===== src/rtl/strided_rd_sched.sv =====
// strided_rd_sched: read-side sequencer for the column ring buffer.
// Waits for a KxK window of columns, issues per-beat read addresses and
// hands column credits back to the loader as windows are consumed.
// Optional build macro STRIDED_RD_PERF_EN adds stall/starve cycle counters.
module strided_rd_sched #(
    parameter int N_BUF_X    = 5,
    parameter int B_BUF_ADDR = 9,
    parameter int B_SHAPE    = 32,
    parameter int B_COORD    = 10,
    parameter int K          = 3,
    parameter int LOG2_CPW   = 2
) (
    input  logic                          clk,
    input  logic                          rst,
    input  logic                          start,
    input  logic [B_SHAPE-1:0]            shape,
    input  logic [1:0]                    stride,
    input  logic                          col_wr_done,
    output logic                          col_free,
    output logic [3:0]                    col_free_n,
    output logic                          rd_valid,
    input  logic                          rd_ready,
    output logic [B_BUF_ADDR*N_BUF_X-1:0] rdaddr,
    output logic [2:0]                    bank_base,
    output logic [N_BUF_X-1:0]            bank_mask,
    output logic                          beat_last,
    output logic                          busy,
    output logic                          done,
    output logic                          cfg_err
`ifdef STRIDED_RD_PERF_EN
    ,
    output logic [31:0]                   stall_cycles,
    output logic [31:0]                   starve_cycles
`endif
);

    localparam int AW = B_BUF_ADDR + 2;
    localparam logic [B_COORD-1:0] K_C    = B_COORD'(K);
    localparam logic [B_COORD-1:0] K_LAST = B_COORD'(K - 1);
    localparam logic [B_COORD-1:0] ONE_C  = B_COORD'(1);
    localparam logic [3:0]         K_AV   = 4'(K);
    localparam logic [3:0]         N_AV   = 4'(N_BUF_X);
    localparam logic [21:0]        ADDR_SPACE = 22'(1) << B_BUF_ADDR;

    typedef enum logic [2:0] {S_IDLE, S_WAIT_COLS, S_ISSUE, S_COL_DONE, S_DONE} state_t;

    state_t              state_q, state_d;
    logic                rd_valid_q, rd_valid_d;
    logic                col_free_q, col_free_d;
    logic [3:0]          col_free_n_q, col_free_n_d;
    logic                cfg_err_q, cfg_err_d;
    logic [B_COORD-1:0]  n_cw_q, n_cw_d, w_q, w_d, ow_q, ow_d, oh_q, oh_d;
    logic [1:0]          stride_q, stride_d;
    logic [AW-1:0]       step_q, step_d, line_base_q, line_base_d, row_base_q, row_base_d;
    logic [B_COORD-1:0]  ox_q, ox_d, oy_q, oy_d, ky_q, ky_d, cw_q, cw_d;
    logic [B_COORD-1:0]  col_pos_q, col_pos_d, cols_written_q, cols_written_d;
    logic [3:0]          col_avail_q, col_avail_d;
    logic [2:0]          bank_base_q, bank_base_d;

    logic [11:0]         c_in, n_cw_full;
    logic [B_COORD-1:0]  h_in, w_in, w_span, h_span, n_cw_new, last_n;
    logic [21:0]         cfg_words;
    logic                cfg_bad, handshake, beat_last_int, wr_inc;
    logic [AW-1:0]       addr_full;
    logic [3:0]          release_n, bank_sum;
    logic [4:0]          avail_sum;
    logic [N_BUF_X-1:0]  mask_full;
    logic                unused_bits;

    assign c_in      = shape[31:20];
    assign h_in      = shape[19:10];
    assign w_in      = shape[9:0];
    assign n_cw_full = c_in >> LOG2_CPW;
    assign n_cw_new  = n_cw_full[B_COORD-1:0];
    assign cfg_words = 22'(h_in) * 22'(n_cw_full);
    assign w_span    = w_in - K_C;
    assign h_span    = h_in - K_C;
    // Stride 3 cannot be divided without a divider, so it is rejected like stride 0.
    assign cfg_bad   = (n_cw_full == 12'd0) || (stride == 2'd0) || (stride == 2'd3) ||
                       (w_in < K_C) || (h_in < K_C) || (cfg_words > ADDR_SPACE);

    assign handshake     = rd_valid_q & rd_ready;
    assign beat_last_int = (cw_q == n_cw_q - ONE_C) && (ky_q == K_LAST) && (oy_q == oh_q - ONE_C);
    assign addr_full     = line_base_q + AW'(cw_q);
    assign bank_sum      = {1'b0, bank_base_q} + {2'b00, stride_q};
    assign last_n        = w_q - col_pos_q;
    assign wr_inc        = col_wr_done && (state_q != S_IDLE);
    assign unused_bits   = ^{n_cw_full[11:B_COORD], addr_full[AW-1:B_BUF_ADDR], last_n[B_COORD-1:4]};

    // Window occupancy: K consecutive banks starting at bank_base, wrapping around the ring.
    always_comb begin
        mask_full = '0;
        for (int b = 0; b < N_BUF_X; b++) begin
            for (int i = 0; i < K; i++) begin
                if ((int'(bank_base_q) + i == b) || (int'(bank_base_q) + i == b + N_BUF_X)) begin
                    mask_full[b] = 1'b1;
                end
            end
        end
    end

    // Next-state logic: job setup, beat walking, credit release and column accounting.
    always_comb begin
        state_d        = state_q;
        rd_valid_d     = rd_valid_q;
        col_free_d     = 1'b0;
        col_free_n_d   = 4'd0;
        cfg_err_d      = cfg_err_q;
        n_cw_d         = n_cw_q;
        w_d            = w_q;
        stride_d       = stride_q;
        step_d         = step_q;
        ow_d           = ow_q;
        oh_d           = oh_q;
        ox_d           = ox_q;
        oy_d           = oy_q;
        ky_d           = ky_q;
        cw_d           = cw_q;
        line_base_d    = line_base_q;
        row_base_d     = row_base_q;
        col_pos_d      = col_pos_q;
        bank_base_d    = bank_base_q;
        release_n      = 4'd0;
        cols_written_d = cols_written_q;
        if (wr_inc && (cols_written_q != '1)) begin
            cols_written_d = cols_written_q + ONE_C;
        end
        case (state_q)
            S_IDLE: begin
                if (start) begin
                    cfg_err_d = cfg_bad;
                    n_cw_d    = n_cw_new;
                    w_d       = w_in;
                    stride_d  = stride;
                    step_d    = (stride == 2'd2) ? (AW'(n_cw_new) << 1) : AW'(n_cw_new);
                    ow_d      = ((stride == 2'd2) ? (w_span >> 1) : w_span) + ONE_C;
                    oh_d      = ((stride == 2'd2) ? (h_span >> 1) : h_span) + ONE_C;
                    state_d   = cfg_bad ? S_DONE : S_WAIT_COLS;
                end
            end
            S_WAIT_COLS: begin
                if (col_avail_q >= K_AV) begin
                    state_d    = S_ISSUE;
                    rd_valid_d = 1'b1;
                end
            end
            S_ISSUE: begin
                if (handshake) begin
                    if (beat_last_int) begin
                        rd_valid_d  = 1'b0;
                        state_d     = S_COL_DONE;
                        cw_d        = '0;
                        ky_d        = '0;
                        oy_d        = '0;
                        line_base_d = '0;
                        row_base_d  = '0;
                    end else if (cw_q != n_cw_q - ONE_C) begin
                        cw_d = cw_q + ONE_C;
                    end else begin
                        cw_d = '0;
                        if (ky_q != K_LAST) begin
                            ky_d        = ky_q + ONE_C;
                            line_base_d = line_base_q + AW'(n_cw_q);
                        end else begin
                            ky_d        = '0;
                            oy_d        = oy_q + ONE_C;
                            row_base_d  = row_base_q + step_q;
                            line_base_d = row_base_q + step_q;
                        end
                    end
                end
            end
            S_COL_DONE: begin
                if (ox_q != ow_q - ONE_C) begin
                    col_free_d   = 1'b1;
                    col_free_n_d = {2'b00, stride_q};
                    release_n    = {2'b00, stride_q};
                    bank_base_d  = (bank_sum >= N_AV) ? 3'(bank_sum - N_AV) : bank_sum[2:0];
                    col_pos_d    = col_pos_q + B_COORD'(stride_q);
                    ox_d         = ox_q + ONE_C;
                    state_d      = S_WAIT_COLS;
                end else if (cols_written_q == w_q) begin
                    col_free_d   = 1'b1;
                    col_free_n_d = last_n[3:0];
                    release_n    = last_n[3:0];
                    state_d      = S_DONE;
                end
            end
            S_DONE: begin
                state_d     = S_IDLE;
                ox_d        = '0;
                col_pos_d   = '0;
                bank_base_d = '0;
            end
            default: state_d = S_IDLE;
        endcase
        avail_sum = {1'b0, col_avail_q} + 5'(wr_inc) - 5'(release_n);
        if (avail_sum[4]) begin
            col_avail_d = '0;
        end else if (avail_sum[3:0] > N_AV) begin
            col_avail_d = N_AV;
        end else begin
            col_avail_d = avail_sum[3:0];
        end
        if (state_q == S_DONE) begin
            col_avail_d    = '0;
            cols_written_d = '0;
        end
    end

    // State and counter registers with synchronous reset.
    always_ff @(posedge clk) begin
        if (rst) begin
            state_q        <= S_IDLE;
            rd_valid_q     <= 1'b0;
            col_free_q     <= 1'b0;
            col_free_n_q   <= '0;
            cfg_err_q      <= 1'b0;
            n_cw_q         <= '0;
            w_q            <= '0;
            stride_q       <= '0;
            step_q         <= '0;
            ow_q           <= '0;
            oh_q           <= '0;
            ox_q           <= '0;
            oy_q           <= '0;
            ky_q           <= '0;
            cw_q           <= '0;
            line_base_q    <= '0;
            row_base_q     <= '0;
            col_pos_q      <= '0;
            cols_written_q <= '0;
            col_avail_q    <= '0;
            bank_base_q    <= '0;
        end else begin
            state_q        <= state_d;
            rd_valid_q     <= rd_valid_d;
            col_free_q     <= col_free_d;
            col_free_n_q   <= col_free_n_d;
            cfg_err_q      <= cfg_err_d;
            n_cw_q         <= n_cw_d;
            w_q            <= w_d;
            stride_q       <= stride_d;
            step_q         <= step_d;
            ow_q           <= ow_d;
            oh_q           <= oh_d;
            ox_q           <= ox_d;
            oy_q           <= oy_d;
            ky_q           <= ky_d;
            cw_q           <= cw_d;
            line_base_q    <= line_base_d;
            row_base_q     <= row_base_d;
            col_pos_q      <= col_pos_d;
            cols_written_q <= cols_written_d;
            col_avail_q    <= col_avail_d;
            bank_base_q    <= bank_base_d;
        end
    end

    assign rd_valid   = rd_valid_q;
    assign rdaddr     = rd_valid_q ? {N_BUF_X{addr_full[B_BUF_ADDR-1:0]}} : '0;
    assign bank_mask  = rd_valid_q ? mask_full : '0;
    assign beat_last  = rd_valid_q & beat_last_int;
    assign bank_base  = bank_base_q;
    assign col_free   = col_free_q;
    assign col_free_n = col_free_n_q;
    assign busy       = (state_q != S_IDLE);
    assign done       = (state_q == S_DONE);
    assign cfg_err    = cfg_err_q;

`ifdef STRIDED_RD_PERF_EN
    logic [31:0] stall_q, stall_d, starve_q, starve_d;

    // Back-pressure and column-starvation counters, restarted by each new job.
    always_comb begin
        stall_d  = stall_q + 32'(rd_valid_q & ~rd_ready);
        starve_d = starve_q + 32'(state_q == S_WAIT_COLS);
        if ((state_q == S_IDLE) && start) begin
            stall_d  = '0;
            starve_d = '0;
        end
    end

    // Performance counter registers.
    always_ff @(posedge clk) begin
        if (rst) begin
            stall_q  <= '0;
            starve_q <= '0;
        end else begin
            stall_q  <= stall_d;
            starve_q <= starve_d;
        end
    end

    assign stall_cycles  = stall_q;
    assign starve_cycles = starve_q;
`endif

endmodule


===== config.mk =====
export PLATFORM = sky130hd
export DESIGN_NAME = strided_rd_sched
export DESIGN_NICKNAME = d
export VERILOG_FILES = /design/src/rtl/strided_rd_sched.sv
export SDC_FILE = /design/constraint.sdc
export NUM_CORES = 1
export LEC_CHECK = 0
export BUFFER_PORTS_ARGS = -buffer_cell sky130_fd_sc_hd__buf_4
export CORE_MARGIN = 3
export CORE_UTILIZATION = 55
export DETAILED_ROUTE_END_ITERATION = 7
export PLACE_DENSITY_LB_ADDON = 0.12
export SYNTH_ARGS = -nofsm -noshare
export SYNTH_HDL_FRONTEND = slang
export SYNTH_SLANG_ARGS = --single-unit
export TNS_END_PERCENT = 100

===== constraint.sdc =====
create_clock -name clk -period 11.2 [get_ports clk]
set_clock_uncertainty 0.05 [all_clocks]
set_input_delay 2.24 -clock clk [delete_from_list [all_inputs] [get_ports clk]]
set_output_delay 2.24 -clock clk [all_outputs]
set_load 0.02 [all_outputs]

==> flow_metrics.env, run 1 <==
export IMPL_status="complete, no violations"
export IMPL_relSlewSlack_pct=24.9
export IMPL_yosysWarnings=0
export IMPL_placed_cell_area_um2=13900
export IMPL_grt_ovfl_total=0
export IMPL_layout_drive_gt1_share_pct=9.28
export IMPL_cts_hold_buf=0
export IMPL_synth_top_area_share_pct=21.1
export IMPL_syn_area_um2=13300
export IMPL_grt_antenna_before_repair=0
export IMPL_setup_viol=0
export IMPL_final_cell_area_um2=14500
export IMPL_rsz0062_at_grt="no"
export IMPL_syn_nets=1879
export IMPL_grt_pass1_wl_um=55200
export IMPL_antenna_cells=0
export IMPL_min_delay_start="step_q[0]$_SDFFE_PP0P_"
export IMPL_ys_types=79
export IMPL_p_per_area_nw_per_um2=151
export IMPL_vdd_ir_drop_max_mv=0.161
export IMPL_clock_sinks=140
export IMPL_cts_resized=0
export IMPL_hp_class="reg2reg"
export IMPL_track_usage_pct=25.4
export IMPL_synth_edf_count=0
export IMPL_ant_nets=0
export IMPL_fin_crit_ns=8.09
export IMPL_worstMarginPinSlew_ns=1.12
export IMPL_rows=56
export IMPL_cts_tree="yes"
export IMPL_final_nets=1889
export IMPL_cts_buffer_depth=2
export IMPL_gp_congestion=0.840
export IMPL_startpoint_type="input pin"
export IMPL_synth_area_per_cell_um2=8.01
export IMPL_area_growth_pct=9.28
export IMPL_worstPathRequired_ns=11.42
export IMPL_start_util_pct=56.3
export IMPL_portBuffers=99
export IMPL_wire_per_inst_um=16.0
export IMPL_final_hold_violation_count=0
export IMPL_postCtsSetupRepairBufs=0
export IMPL_whs_ns=0.418
export IMPL_synthesis_instances=1659
export IMPL_drcViolationCount=0
export IMPL_async_flop_share_pct=0
export IMPL_r2r_start="ow_q[2]$_SDFFE_PP0P_"
export IMPL_ys_flop_type="dfxtp_1"
export IMPL_io_pins=102
export IMPL_grt_max_degree=70
export IMPL_synth_largest_area_cell="dfxtp_1"
export IMPL_cp_arrival_ns=8.30
export IMPL_htreeDepth=4
export IMPL_cp_startpoint="shape[10]"
export IMPL_dr_total_vias=11400
export IMPL_first_iter_violations=617
export IMPL_root_buffer="clkbuf_16"
export IMPL_clkLatencyLatePin_ns=0.41
export IMPL_pre_cts_slack_ns=2.83
export IMPL_routed_wirelength_um=32000
export IMPL_die_w_um=161
export IMPL_cp_max_fo=15
export IMPL_setup_tns_ns=0
export IMPL_seq_area_frac_synth_pct=21.1
export IMPL_synth_area_leaders="dfxtp_1, ha_1, fa_1"
export IMPL_routed_via_density=5.70
export IMPL_dieHeight_um=161
export IMPL_cts_buffers=17
export IMPL_final_util_pct=61.5
export IMPL_ys_ff_latch=140
export IMPL_crit_path_end_kind="flop"
export IMPL_path_class="in2reg"
export IMPL_core_area_um2=23600
export IMPL_dpl_hpwl_um=23800
export IMPL_grt_pass1_vias=11300
export IMPL_clkSlewWorstSetupHoldPaths_ns=0.07
export IMPL_min_period_over_period_pct=72.2
export IMPL_drtPass1Iterations=5
export IMPL_final_max_slew_viol_count=0
export IMPL_p_leak_nw=6.38
export IMPL_max_freq_mhz=124
export IMPL_dieArea_um2=26100
export IMPL_fin_ws_ns=3.11
export IMPL_maxCapViolations=0
[metrics by stage]
stage | power, mW | std cells
global placement | 1.57 | 1969
finish | 2.20 | 2000
detailed placement | 1.59 | 1969
global route | 2.39 | 2000
floorplan | 1.36 | 1659
CTS | 2.21 | 2000
[Yosys cell counts, drive strengths merged (43+ instances only)]
| cell type | instances |
|---|---|
| nand2 | 186 |
| nor2 | 147 |
| dfxtp | 140 |
| ha | 112 |
| inv | 99 |
| a21oi | 97 |
| and2 | 90 |
| xnor2 | 73 |
| clkbuf | 72 |
| fa | 69 |
| xor2 | 66 |
| o21ai | 51 |
| nand3 | 47 |
| buf | 43 |
[power by group]
part | total, mW | switching (mW) | internal (mW)
sequential | 0.539 | 0.0211 | 0.517
combinational | 1.06 | 0.622 | 0.435
clock | 0.603 | 0.229 | 0.374
[state kept, by name, summed over array words and instances, names as in the netlist, 10 cells and up]
signal and count:
w_q 10, ow_q 10, ky_q 10, oy_q 10, cw_q 10, ox_q 10, n_cw_q 10, oh_q 10
cols_written_q 10
[path summary, 6_finish.rpt]
check	slack (ns)	end	cells past startpoint
setup / recovery	3.11	state_q[2]$_SDFFE_PP0P_	19
hold / removal	0.42	step_q[0]$_SDFFE_PP0P_	2
hold reg to reg	0.42	step_q[0]$_SDFFE_PP0P_	2
setup reg to reg	6.73	col_avail_q[0]$_SDFF_PP0_	15
[final cells by class]
type                       count  area [um2]
multi-input combinational   1303        9530
sequential                   140        2800
tap                          319         399
fill                        2125        9080
clock inverter                13         191
clock buffer                  18         429
timing repair buffer         106         796
inverter                     101         379
[critical path: stages]
cell       delay [ns]
buf_4            0.18
nand2_1          0.10
fa_1             0.51
fa_1             0.55
inv_1            0.05
fa_1             0.50
fa_1             0.60
inv_1            0.08
fa_1             0.53
inv_1            0.04
ha_1             0.39
a21oi_1          0.41
nor2_1           0.13
a221oi_1         0.39
o311ai_0         0.32
a2111oi_0        0.44
nand4b_1         0.25
a221oi_1         0.43
a211oi_1         0.15
[layer usage]
layer | track usage (%) | wire, um | vias to the layer above
met4 | 7.51 | 662 | 0
met1 | 33.5 | 14600 | 5394
li1 | - | - | 5723
met3 | 4.18 | 1590 | 38
met2 | 42.8 | 15100 | 242
met5 | 0 | 0 | -
[cell families (layout without fill, tap and decap cells)]
kind of cell | Yosys count | in the layout | synth area share (%)
simple gates | 645 | 645 | 24.1
compound gates | 315 | 315 | 15.7
buf+inv | 216 | 238 | 7.26
fa+ha+maj | 181 | 181 | 20.9
flops | 140 | 140 | 21.1
xor+xnor | 139 | 139 | 9.16
mux | 22 | 22 | 1.70
other cells | 1 | 1 | 0.0282
[cell usage in the layout, fill, tap and decap left out, types with 7 or more instances in the layout]
master,instances
o21ai_0,50
nor2_1,147
o2bb2ai_1,8
nand2_1,186
a31oi_1,7
xnor2_1,73
a22o_1,8
ha_1,112
nand4_1,18
a311oi_1,9
o21a_1,8
a21o_1,17
or3_1,27
nand3_1,45
and2_1,89
xor2_1,66
inv_1,99
and3_1,18
buf_4,106
nor3_1,40
mux2i_1,17
nor2b_1,12
a21oi_1,96
nor4_1,15
o21bai_1,10
clkbuf_16,17
dfxtp_1,140
fa_1,69
a211oi_1,26
o211ai_1,16
No activity file was read; power rests on OpenSTA's default activity.
==> run 2: changes to the inputs <==
clock period = 6.6 ns   (was 11.2 ns; I/O delays follow)
==> flow_metrics.env, run 2 (synthesized netlist as in run 1, its figures left out) <==
export IMPL_status="complete, no violations"
export IMPL_critPathBufInv=5
export IMPL_gp_congestion=0.877
export IMPL_routed_wirelength_um=33300
export IMPL_cp_cell_sequence="buf_4, nand2_1, fa_1, inv_1, fa_1, ha_1, fa_1, inv_1, fa_1, inv_1, ha_1, inv_1, o221a_2, mux2_2, or4_1, a2111oi_2, nand4b_1, a221oi_2, a211oi_1"
export IMPL_setup_viol=0
export IMPL_setup_tns_ns=0
export IMPL_die_w_um=161
export IMPL_hp_class="reg2reg"
export IMPL_postCtsSetupRepairBufs=0
export IMPL_slowest_stage="fa_1"
export IMPL_startpoint_type="input pin"
export IMPL_final_hold_violation_count=0
export IMPL_drcViolationCount=0
export IMPL_ant_nets=0
export IMPL_multi_input_area_um2=9580
export IMPL_layout_common_cells="nand2_1, buf_4, nor2_1"
export IMPL_grt_max_degree=72
export IMPL_p_total_mw=4.07
export IMPL_rsz0062_at_grt="no"
export IMPL_max_freq_mhz=157
export IMPL_routed_via_density=5.71
export IMPL_cts_tree="yes"
export IMPL_cp_top_family="adder cells"
export IMPL_final_nets=1944
export IMPL_cp_max_fo=6
export IMPL_cts_buffer_depth=2
export IMPL_seqCellArea_um2=2800
export IMPL_slowest_delay_ns=0.54
export IMPL_p_leak_nw=6.65
export IMPL_clkLatencyLatePin_ns=0.42
export IMPL_p_per_area_nw_per_um2=272
export IMPL_io_pins=102
export IMPL_grt_antenna_before_repair=0
export IMPL_final_max_slew_viol_count=0
export IMPL_grt_pass1_vias=11400
export IMPL_root_buffer="clkbuf_16"
export IMPL_layout_drive_gt1_share_pct=12.6
export IMPL_path_class="in2reg"
export IMPL_cts_buffers=17
export IMPL_area_growth_pct=12.8
export IMPL_wire_per_inst_um=16.2
export IMPL_stdcell_count=2056
export IMPL_worstMarginPinSlew_ns=1.21
export IMPL_crit_path_end_kind="flop"
export IMPL_core_area_um2=23600
export IMPL_whs_ns=0.406
export IMPL_clock_sinks=140
export IMPL_htreeDepth=4
export IMPL_cts_hold_buf=0
export IMPL_drtPass1Iterations=5
export IMPL_post_place_cells=2024
export IMPL_dieHeight_um=161
export IMPL_fin_crit_ns=6.39
export IMPL_start_util_pct=56.3
export IMPL_min_period_over_period_pct=96.8
export IMPL_final_common_cell="nand2_1"
export IMPL_worstPathRequired_ns=6.82
export IMPL_dieArea_um2=26100
export IMPL_grt_ovfl_total=0
export IMPL_dpl_hpwl_um=25600
export IMPL_rows=56
export IMPL_nFillCells=2103
export IMPL_maxCapViolations=0
export IMPL_track_usage_pct=25.9
export IMPL_vdd_ir_drop_max_mv=0.224
export IMPL_first_iter_violations=755
export IMPL_dr_total_vias=11700
export IMPL_grt_pass1_wl_um=56200
export IMPL_final_util_pct=63.5
export IMPL_relSlewSlack_pct=18.8
export IMPL_portBuffers=99
export IMPL_cp_arrival_ns=6.61
export IMPL_clkSlewWorstSetupHoldPaths_ns=0.06
export IMPL_antenna_cells=0
-- run 2: cell count changes in the layout (fill, tap and decap cells not counted), moves of 2 or more --
cell,before,now
o21ai_0,50,47
o21ai_1,1,3
clkinv_4,3,0
inv_6,2,4
buf_4,106,161
-- run 2: per-stage QoR --
stage               cell area [um2]  setup slack (ns)
floorplan                     13400           0.00295
global placement              14400            -0.257
detailed placement            14400            -0.259
CTS                           15000             0.154
global route                  15000           0.00192
finish                        15000             0.214
-- run 2: routing by layer --
metal,up-vias,track usage (%),wire length [um]
li1,5821,-,-
met1,5636,35.0,15000
met2,242,44.3,16200
met3,40,3.05,1550
met4,0,6.26,565
met5,-,0,0
-- run 2: layout make-up --
cell class	instances	share of cell area, %
multi-input combinational	1303	63.9
timing repair buffer	161	8.06
sequential	140	18.7
inverter	101	2.53
clock inverter	13	1.25
tap	319	2.66
clock buffer	19	2.89
-- run 2: power by group --
group          switching (mW)  internal (mW)
sequential             0.0382          0.878
clock                   0.392          0.636
combinational            1.15          0.975
-- run 2: worst paths after layout --
check	start	to	slack (ns)	cells after the start
max	shape[25]	cfg_err$_SDFFE_PP0P_	0.21	19
min reg2reg	step_q[0]$_SDFFE_PP0P_	step_q[0]$_SDFFE_PP0P_	0.41	2
min	step_q[0]$_SDFFE_PP0P_	step_q[0]$_SDFFE_PP0P_	0.41	2
max reg2reg	ow_q[2]$_SDFFE_PP0P_	col_avail_q[1]$_SDFF_PP0_	2.00	13
-- run 2: tightest hold or removal path, stage by stage (launching register included) --
cell	delay [ns]
dfxtp_1	0.31
nand2_1	0.05
a21oi_1	0.05
-- run 2: what timing repair did --
item,4_1_cts,5_1_grt
gates resized for setup,0,2
hold endpoints to repair,0,0
endpoints found under the setup margin,0,3
==> run 3: changes to the inputs <==
==> constraint.sdc (replaced) <==
create_clock -name clk -period 6.6 [get_ports clk]
set_clock_uncertainty 0.05 [all_clocks]
set_input_delay 0.66 -clock clk [delete_from_list [all_inputs] [get_ports clk]]
set_output_delay 0.66 -clock clk [all_outputs]
set_load 0.02 [all_outputs]
==> flow_metrics.env, run 3 (synthesized netlist as in run 1, its figures left out) <==
export IMPL_postCtsSetupRepairBufs=0
export IMPL_dr_max_layer_used="met4"
export IMPL_routed_via_density=5.72
export IMPL_dieHeight_um=161
export IMPL_maxCapViolations=0
export IMPL_antenna_cells=0
export IMPL_start_util_pct=56.3
export IMPL_worstMarginPinSlew_ns=0.974
export IMPL_clkSlewWorstSetupHoldPaths_ns=0.06
export IMPL_track_usage_pct=25.4
export IMPL_grt_ovfl_total=0
export IMPL_final_util_pct=61.9
export IMPL_grt_pass1_vias=11200
export IMPL_cp_arrival_ns=6.35
export IMPL_cts_tree="yes"
export IMPL_die_w_um=161
export IMPL_final_max_slew_viol_count=0
export IMPL_htreeDepth=4
export IMPL_root_buffer="clkbuf_16"
export IMPL_clkLatencyLatePin_ns=0.43
export IMPL_layout_common_cells="nand2_1, nor2_1, dfxtp_1"
export IMPL_final_hold_violation_count=0
export IMPL_cp_cell_sequence="buf_4, and2_1, fa_1, fa_1, inv_1, fa_1, inv_1, fa_1, inv_1, fa_1, inv_1, ha_1, xor2_1, o21ai_0, nand2_1, or4_1, a2111oi_0, nand4b_1, a221oi_1, a211oi_1"
export IMPL_core_area_um2=23600
export IMPL_routed_wirelength_um=32400
export IMPL_setup_viol=0
export IMPL_final_common_cell="nand2_1"
export IMPL_cts_resized=0
export IMPL_fin_ws_ns=0.475
export IMPL_rsz0062_at_grt="no"
export IMPL_dieArea_um2=26100
export IMPL_max_freq_mhz=163
export IMPL_cts_hold_buf=0
export IMPL_slowest_stage="fa_1"
export IMPL_setup_tns_ns=0
export IMPL_first_iter_violations=599
export IMPL_ant_nets=0
export IMPL_area_growth_pct=10.0
export IMPL_p_leak_nw=6.44
export IMPL_rows=56
export IMPL_seqCellArea_um2=2800
export IMPL_clock_sinks=140
export IMPL_route_met2_wl_um=15300
export IMPL_gp_congestion=0.856
export IMPL_cp_common_cell="fa_1"
export IMPL_wirelength_met1_um=14900
export IMPL_route_met3_wl_um=1540
export IMPL_pre_cts_slack_ns=0.0484
export IMPL_vdd_ir_drop_max_mv=0.286
export IMPL_hp_class="reg2reg"
export IMPL_status="complete, no violations"
export IMPL_cp_max_fo=14
export IMPL_slowest_delay_ns=0.59
export IMPL_nFillCells=2152
export IMPL_multi_input_area_um2=9530
export IMPL_portBuffers=99
export IMPL_wire_per_inst_um=16.1
export IMPL_layout_drive_gt1_share_pct=10.1
export IMPL_stdcell_count=2016
export IMPL_startpoint_type="input pin"
export IMPL_fin_crit_ns=6.12
export IMPL_worstPathRequired_ns=6.83
export IMPL_dpl_hpwl_um=24700
export IMPL_crit_path_end_kind="flop"
export IMPL_p_per_area_nw_per_um2=256
export IMPL_grt_antenna_before_repair=1
export IMPL_drcViolationCount=0
export IMPL_cts_buffers=17
export IMPL_cts_buffer_depth=2
export IMPL_relSlewSlack_pct=35.0
export IMPL_io_pins=102
export IMPL_drtPass1Iterations=4
export IMPL_min_period_over_period_pct=92.8
export IMPL_grt_max_degree=72
export IMPL_final_nets=1904
export IMPL_path_class="in2reg"
export IMPL_grt_pass1_wl_um=55000
export IMPL_dr_total_vias=11500
export IMPL_post_place_cells=1984
run 3: cell types whose count changed in the layout (fill, tap and decap cells not counted), moves of 2 or more:
cell      delta
buf_4       -40
clkinv_4     +2
o21ai_0      +3
o21ai_1      -2
run 3: cell type report:
type / count / area share (%)
clock buffer: 20 / 3.05
timing repair buffer: 121 / 6.21
tap: 319 / 2.73
multi-input combinational: 1303 / 65.2
inverter: 101 / 2.59
clock inverter: 12 / 1.10
sequential: 140 / 19.2
run 3: final timing paths:
check | end | cells past startpoint | startpoint | slack [ns]
worst max register to register | col_avail_q[1]$_SDFF_PP0_ | 13 | ow_q[2]$_SDFFE_PP0P_ | 2.09
worst min-delay path | w_q[8]$_SDFFE_PP0P_ | 2 | w_q[8]$_SDFFE_PP0P_ | 0.42
worst min register to register | w_q[8]$_SDFFE_PP0P_ | 2 | w_q[8]$_SDFFE_PP0P_ | 0.42
worst max-delay path | cfg_err$_SDFFE_PP0P_ | 20 | shape[28] | 0.48
run 3: where the power goes:
group,internal (mW),switching (mW),total [mW]
clock network,0.609,0.391,0.999
registers,0.878,0.0363,0.914
logic,0.768,1.07,1.84
run 3: worst max-delay path, delay by kind of cell:
kind	cells	cell delay, ns
buffers and inverters	5	0.41
adders and majority gates	6	2.97
AOI/OAI and AO/OA	4	1.17
and+or+nand+nor	4	0.96
xor gates and xnor gates	1	0.16
run 3: metal layers:
metal | vias to the layer above | global-route usage, %
li1 | 5745 | -
met1 | 5481 | 33.7
met2 | 247 | 42.7
met3 | 50 | 4.10
met4 | 0 | 7.70
met5 | - | 0
run 3: metrics by stage:
| stage | area (um2) | hold slack [ns] | power (mW) |
|---|---|---|---|
| floorplan | 13300 | 0.379 | 2.31 |
| global placement | 14000 | 0.400 | 2.70 |
| detailed placement | 14000 | 0.413 | 2.74 |
| CTS | 14600 | 0.423 | 3.76 |
| global route | 14600 | 0.443 | 4.05 |
| finish | 14600 | 0.419 | 3.75 |
